**src/rtl/sm_burst_accumulator.sv**
```systemverilog
// sm_burst_accumulator: folds a burst of sign-magnitude contributions into one
// saturating sign-magnitude sum and presents it with beat count and flags.
module sm_burst_accumulator #(
  parameter int NUMWIDTH  = 16,
  parameter int CNTW      = 8,
  parameter int MAX_BEATS = 255
) (
  input  logic                clk,
  input  logic                rst_n,
  input  logic                in_valid,
  output logic                in_ready,
  input  logic [NUMWIDTH:0]   in_data,
  input  logic                in_last,
  output logic                out_valid,
  input  logic                out_ready,
  output logic [NUMWIDTH:0]   out_data,
  output logic [CNTW-1:0]     out_count,
  output logic                out_sat,
  output logic                out_trunc
);

  typedef enum logic {ACCUM, HOLD} state_t;

  state_t                r_state;
  state_t                w_state_nxt;
  logic [NUMWIDTH:0]     r_acc;
  logic [CNTW-1:0]       r_cnt;
  logic                  r_sat;
  logic                  r_trunc;

  logic                  w_accept;
  logic                  w_done;
  logic                  w_clear;
  logic [CNTW-1:0]       w_cnt_nxt;
  logic                  w_hit_max;

  logic [NUMWIDTH-1:0]   w_a;
  logic [NUMWIDTH-1:0]   w_b;
  logic                  w_sa;
  logic                  w_sb;
  logic [NUMWIDTH:0]     w_wide;
  logic [NUMWIDTH-1:0]   w_mag;
  logic                  w_sgn;
  logic                  w_beat_sat;
  logic [NUMWIDTH:0]     w_sum;

  assign w_cnt_nxt = r_cnt + CNTW'(1);
  assign w_hit_max = (w_cnt_nxt == CNTW'(MAX_BEATS));

  // Sign-magnitude add of the incoming beat onto the accumulator, saturating.
  always_comb begin
    w_a        = r_acc[NUMWIDTH-1:0];
    w_sa       = r_acc[NUMWIDTH];
    w_b        = in_data[NUMWIDTH-1:0];
    // -0 on the input behaves as +0
    w_sb       = in_data[NUMWIDTH] && (w_b != '0);
    w_wide     = {1'b0, w_a} + {1'b0, w_b};
    w_mag      = '0;
    w_sgn      = 1'b0;
    w_beat_sat = 1'b0;
    if (w_sa == w_sb) begin
      w_sgn = w_sa;
      if (w_wide[NUMWIDTH]) begin
        w_mag      = '1;
        w_beat_sat = 1'b1;
      end else begin
        w_mag = w_wide[NUMWIDTH-1:0];
      end
    end else if (w_a > w_b) begin
      w_sgn = w_sa;
      w_mag = w_a - w_b;
    end else if (w_b > w_a) begin
      w_sgn = w_sb;
      w_mag = w_b - w_a;
    end
    w_sum = {w_sgn && (w_mag != '0), w_mag};
  end

  // State register.
  always_ff @(posedge clk or negedge rst_n) begin
    if (!rst_n) r_state <= ACCUM;
    else        r_state <= w_state_nxt;
  end

  // Next-state and handshake outputs.
  always_comb begin
    w_state_nxt = r_state;
    in_ready    = 1'b0;
    out_valid   = 1'b0;
    w_accept    = 1'b0;
    w_done      = 1'b0;
    w_clear     = 1'b0;
    case (r_state)
      ACCUM: begin
        // ready is held low for the whole time reset is asserted
        in_ready = rst_n;
        w_accept = in_valid && rst_n;
        if (w_accept && (in_last || w_hit_max)) begin
          w_done      = 1'b1;
          w_state_nxt = HOLD;
        end
      end
      HOLD: begin
        out_valid = 1'b1;
        if (out_ready) begin
          w_clear     = 1'b1;
          w_state_nxt = ACCUM;
        end
      end
      default: w_state_nxt = ACCUM;
    endcase
  end

  // Accumulator, beat counter and per-burst flags.
  always_ff @(posedge clk or negedge rst_n) begin
    if (!rst_n) begin
      r_acc   <= '0;
      r_cnt   <= '0;
      r_sat   <= 1'b0;
      r_trunc <= 1'b0;
    end else if (w_accept) begin
      r_acc <= w_sum;
      r_cnt <= w_cnt_nxt;
      r_sat <= r_sat | w_beat_sat;
      if (w_done) r_trunc <= !in_last;
    end else if (w_clear) begin
      r_acc   <= '0;
      r_cnt   <= '0;
      r_sat   <= 1'b0;
      r_trunc <= 1'b0;
    end
  end

  assign out_data  = r_acc;
  assign out_count = r_cnt;
  assign out_sat   = r_sat;
  assign out_trunc = r_trunc;

endmodule

```
**config.mk**
```make
export PLATFORM = sky130hd
export DESIGN_NAME = sm_burst_accumulator
export DESIGN_NICKNAME = d
export VERILOG_FILES = /design/src/rtl/sm_burst_accumulator.sv
export SDC_FILE = /design/constraint.sdc
export NUM_CORES = 1
export LEC_CHECK = 0
export CAP_MARGIN = 20
export CORE_MARGIN = 5
export CORE_UTILIZATION = 30
export CTS_BUF_LIST = sky130_fd_sc_hd__clkbuf_4
export DETAILED_ROUTE_END_ITERATION = 7
export PLACE_DENSITY = 0.54
export SLEW_MARGIN = 20
export SYNTH_ARGS = -nofsm -noshare
export SYNTH_HDL_FRONTEND = slang
export SYNTH_SLANG_ARGS = --single-unit
export TNS_END_PERCENT = 5
```
**constraint.sdc**
```tcl
create_clock -name clk -period 6.3 [get_ports clk]
set_clock_uncertainty 0.1 [all_clocks]
set_input_delay 1.89 -clock clk [delete_from_list [all_inputs] [get_ports clk]]
set_output_delay 1.89 -clock clk [all_outputs]
set_load 0.05 [all_outputs]
```
== After elaboration in Yosys (flattened, before gate mapping) ==
Cells that the tools add are included.

* Add/subtract/negate cells: 4
* Order comparisons: 2
* Equal/unequal tests: 3
* Muxes and demuxes: 26
* Bitwise logic cells: 2
* Reductions and logical operators: 10

{| class="wikitable"
|+ Operators with widths
! cell !! count
|-
| 16-bit 2-to-1 mux || 4
|-
| 17-bit 2-to-1 mux || 2
|-
| 16-bit > comparator || 2
|-
| 16-bit nonzero test || 2
|-
| 16-bit subtractor || 2
|-
| 16-bit by 16-bit adder with 17-bit output || 1
|-
| 1-bit 2-to-1 mux || 17
|-
| 8-bit 2-to-1 mux || 2
|-
| 8-bit by 1-bit adder with 8-bit output (second input constant) || 1
|-
| 8-bit == test (second input constant) || 1
|-
| 1-bit logical AND || 4
|-
| 2-bit by 1-bit inequality test with 1-bit output (second input constant) || 1
|-
| 1-bit one-hot mux with 2 select lines || 1
|-
| 2-bit AND reduction || 1
|-
| 2-bit nonzero test || 1
|-
| 1-bit == test || 1
|-
| 1-bit logical NOT || 1
|-
| 1-bit logical OR || 1
|-
| 1-bit NOT || 1
|-
| 1-bit OR || 1
|}

* Bits in registers: 28
* Output and inout port bits: 29
* Logic and storage cells: 52

== Logic depth before layout (Yosys ltp) ==
* Depth in word-level cells: 8
* Gate-level depth with buffers: 15
* Depth with buffers taken out: 14

== Worst setup path before layout ==
No wires, ideal clock.

* Kind: input-to-reg
* Start point: input port in_data[0]
* End point: register r_acc[16] (netlist: out_data[16])
* Setup time: 0.140 ns
* Data arrival time: 4.403 ns
* Setup slack: 1.657 ns
* Cell stages on the path: 15
* Buffers on the path: 1
* Cell sequence: inv_1 -> ha_1 -> inv_1 -> fa_1 -> a211oi_1 -> o211ai_1 -> nand3_1 -> a21oi_2 -> and2_4 -> buf_6 -> a221o_1 -> a221oi_2 -> nand4_1 -> nor4_2 -> a41oi_1

* Longest elaborated chain between the ends: 7

{| class="wikitable"
|+ RTL lines
! item !! RTL line !! source
|-
| start: declaration || 12 || <nowiki>input logic [NUMWIDTH:0] in_data,</nowiki>
|-
| 16-bit subtractor, or another cell as far along || 74 || <nowiki>w_mag = w_b - w_a;</nowiki>
|-
| 16-bit 2-to-1 mux / 1-bit logical AND (equally long branches) || 72, 56 ||
|-
| 16-bit 2-to-1 mux, or another cell as far along || 69 || <nowiki>end else if (w_a > w_b) begin</nowiki>
|-
| 16-bit 2-to-1 mux / 1-bit 2-to-1 mux (equally long branches) || 61, 69 ||
|-
| 16-bit nonzero test / 1-bit 2-to-1 mux (equally long branches) || 76, 61 ||
|-
| 1-bit logical AND (*) || 76 || <nowiki>w_sum = {w_sgn && (w_mag != '0), w_mag};</nowiki>
|-
| 17-bit 2-to-1 mux (*) || 121 || <nowiki>end else if (w_accept) begin</nowiki>
|-
| end signal: assignment || 122 || <nowiki>r_acc <= w_sum;</nowiki>
|-
| end: declaration || 26 || <nowiki>logic [NUMWIDTH:0] r_acc;</nowiki>
|}

Mark *: on every way between the ends. The rest lies on a longest branch, timed or not.
A chain may end at the register's enable or synchronous reset.

== Final worst setup path ==
* Start point: input port in_data[1]
* End point: register r_acc[16] (netlist: out_data[16])

Same word-level chain as after synthesis.

==> run metrics <==
routed length per instance 18.7 um; Worst Path Max Fanout 14; CTS root buffer clkbuf_4; Max IR drop VDD 0.000171 V; combinational power share 0.831; CTS buffer count 3; Initial Utilization 0.304; H-tree depth 1; Final Critical Period 5.72 ns; Pleak 2.15 nW; dpl cells 775; ys flop type dfrtp_1; fin crit share 0.909; type of the most critical hold path flip-flop to flip-flop; CP Capture Type flip-flop; slew margin rel. 0.334; PwrDens 510 mW/mm2; antenna violations before repair 0; most common cell in the netlist inv_1; Chip Width 128 um; Pre-antenna DRT Iters 6; Iteration-0 DRC Markers 361; Slew Viols, Final 0; distinct cell type count after synthesis 74; clock-pin transition on the worst setup and hold timing paths 0.15 ns; TNS Setup 0 ns; CP Data Arrival Time 5.88 ns; synth cell count leaders inv_1 (54), ha_1 (50), a21oi_1 (48); Clock Path Buffers 2; # Max-Cap Violations 0; synth-to-layout area growth 16.4%; Yosys top cell area share 0.168; row count 43; final hold vios 0; pin count of the biggest net entering global routing 34; RSZ-0062 raised after global routing false; leading area contributor after synthesis dfrtp_1; fmax 0.175 GHz; port bufs 50; die area 0.0164 mm2; routed vias/inst 5.75; Post-synth EDFFs 0; Overflow after GRT 0; syn avg cell area 7.41 um2; Die Height 128 um; Vias 4473; fin nets 675; setup violators final 0; Layout Cells excl Fill 778; synth top area cells dfrtp_1 (17%), ha_1 (15%), a21oi_1 (5.7%), inv_1 (4.8%), o21ai_0 (4.8%); Post-CTS Hold Buffers 0; layout cells sized above 1 0.0619; Clock Power Share 0.029; switching share of power 0.594; synth warn 0; Routed Antenna Nets 0; Synth Register Bits 28; sequential area share after synthesis 0.168; drt drc 0; DPL Wire Length 11.6 mm; Worst Path Class, Setup input pin to flip-flop; CTS tree done; global-route usage over all layers 0.174; Worst Path Required 6.45 ns; cell count after synthesis 564; total wire length 14.6 mm; CTS resizes 0; core area 0.0138 mm2; vias in the first global route 4323; Post-Syn Nets 639; Mapped Area 0.00418 mm2; CTS sink cnt 28; Pint 1.01 mW; clock latency on the worst-skew pair 0.32 ns; first-pass GRT wire length 23.5 mm; Post-CTS Setup Inserts 0; Least-Margin Pin Slew 0.997 ns; async set-reset flop share out of synthesis 1.00; RePlAce Congestion 0.973; Seq pwr share 0.140; switching pwr 1.47 mW; Worst setup SP type input pin; Ant. Diodes 0; status complete, no violations; IO Pins 51
## path summary, 6_finish.rpt
path | from | endpoint | slack, ns | cells after the start
setup / recovery | in_data[1] | out_data[16] | 0.58 | 13
hold / removal | out_sat | out_sat | 0.43 | 2
setup reg to reg | out_data[9] | out_data[16] | 2.33 | 11
hold reg to reg | out_sat | out_sat | 0.43 | 2
max in group asynchronous | rst_n | r_state | 3.92 | 2
min in group asynchronous | rst_n | out_count[3] | 1.88 | 2
## stage by stage
| stage | area [um2] | hold WS [ns] | total power [mW] | util | worst slack, ns |
|---|---|---|---|---|---|
| 4_1_cts | 4860 | 0.453 | 2.45 | 0.353 | 0.627 |
| 3_5_place_dp | 4840 | 0.408 | 2.37 | 0.351 | 0.276 |
| 3_3_place_gp | 4840 | 0.413 | 2.36 | 0.351 | 0.297 |
| 6_report | 4860 | 0.429 | 2.48 | 0.353 | 0.576 |
| 5_1_grt | 4860 | 0.487 | 2.68 | 0.353 | 0.221 |
| 2_1_floorplan | 4180 | 0.658 | 1.80 | - | 1.66 |
## layer usage
layer,part of all wire,GRT usage
met4,0.021,0.0387
met1,0.45,0.249
met5,0,0
met3,0.071,0.0175
met2,0.45,0.284
## power by group through the flow
| stage | Clock (mW) | Combinational, mW | Sequential, mW |
|---|---|---|---|
| floorplan | 0 | 1.29 | 0.513 |
| global placement | 0 | 2.02 | 0.349 |
| detailed placement | 0 | 2.02 | 0.351 |
| CTS | 0.0773 | 2.03 | 0.347 |
| global route | 0.0798 | 2.24 | 0.362 |
| finish | 0.0717 | 2.06 | 0.347 |
## final cells by class
class | count | area (um2)
clock buffers | 3 | 22.5
fillers | 1502 | 8910
inverters | 55 | 206
multi-input cells | 454 | 3140
flip-flops and latches | 28 | 701
well taps | 180 | 225
repair buffers | 58 | 571
## critical path, cell delays in order
cell and delay, ns:
clkdlybuf4s50_1 0.72, inv_1 0.15, fa_1 0.54, a211oi_1 0.31, o211ai_1 0.19, nand3_1 0.22
and2_1 0.51, nand2_1 0.30, a2bb2oi_1 0.21, a21oi_1 0.18, a2bb2oi_1 0.35, nor4_2 0.10
a41oi_1 0.22
## state kept, by name, indices dropped and copies added (netlist names)
signal	flops
out_sat	1
r_state	1
out_count	8
out_trunc	1
out_data	17
## cells in the final DEF (no fill, tap or decap), drive strengths merged, types with 11 or more instances in the layout
cell            n
a21oi          49
o21ai          45
dfrtp          28
nand2          44
nor2           41
inv            55
xnor2          13
a21o           16
clkdlybuf4s50  49
ha             50
nand4          11
nand3          33
## cell families after synthesis
logic type	after synthesis	share of synthesized area
AND/OR/NAND/NOR	188	0.231
XOR/XNOR	18	0.0377
adder cells (fa/ha/maj)	53	0.164
AO/OA/AOI/OAI	195	0.317
buffers and inverters	82	0.0823
flip-flops	28	0.168
No activity file was read; power rests on OpenSTA's default activity.
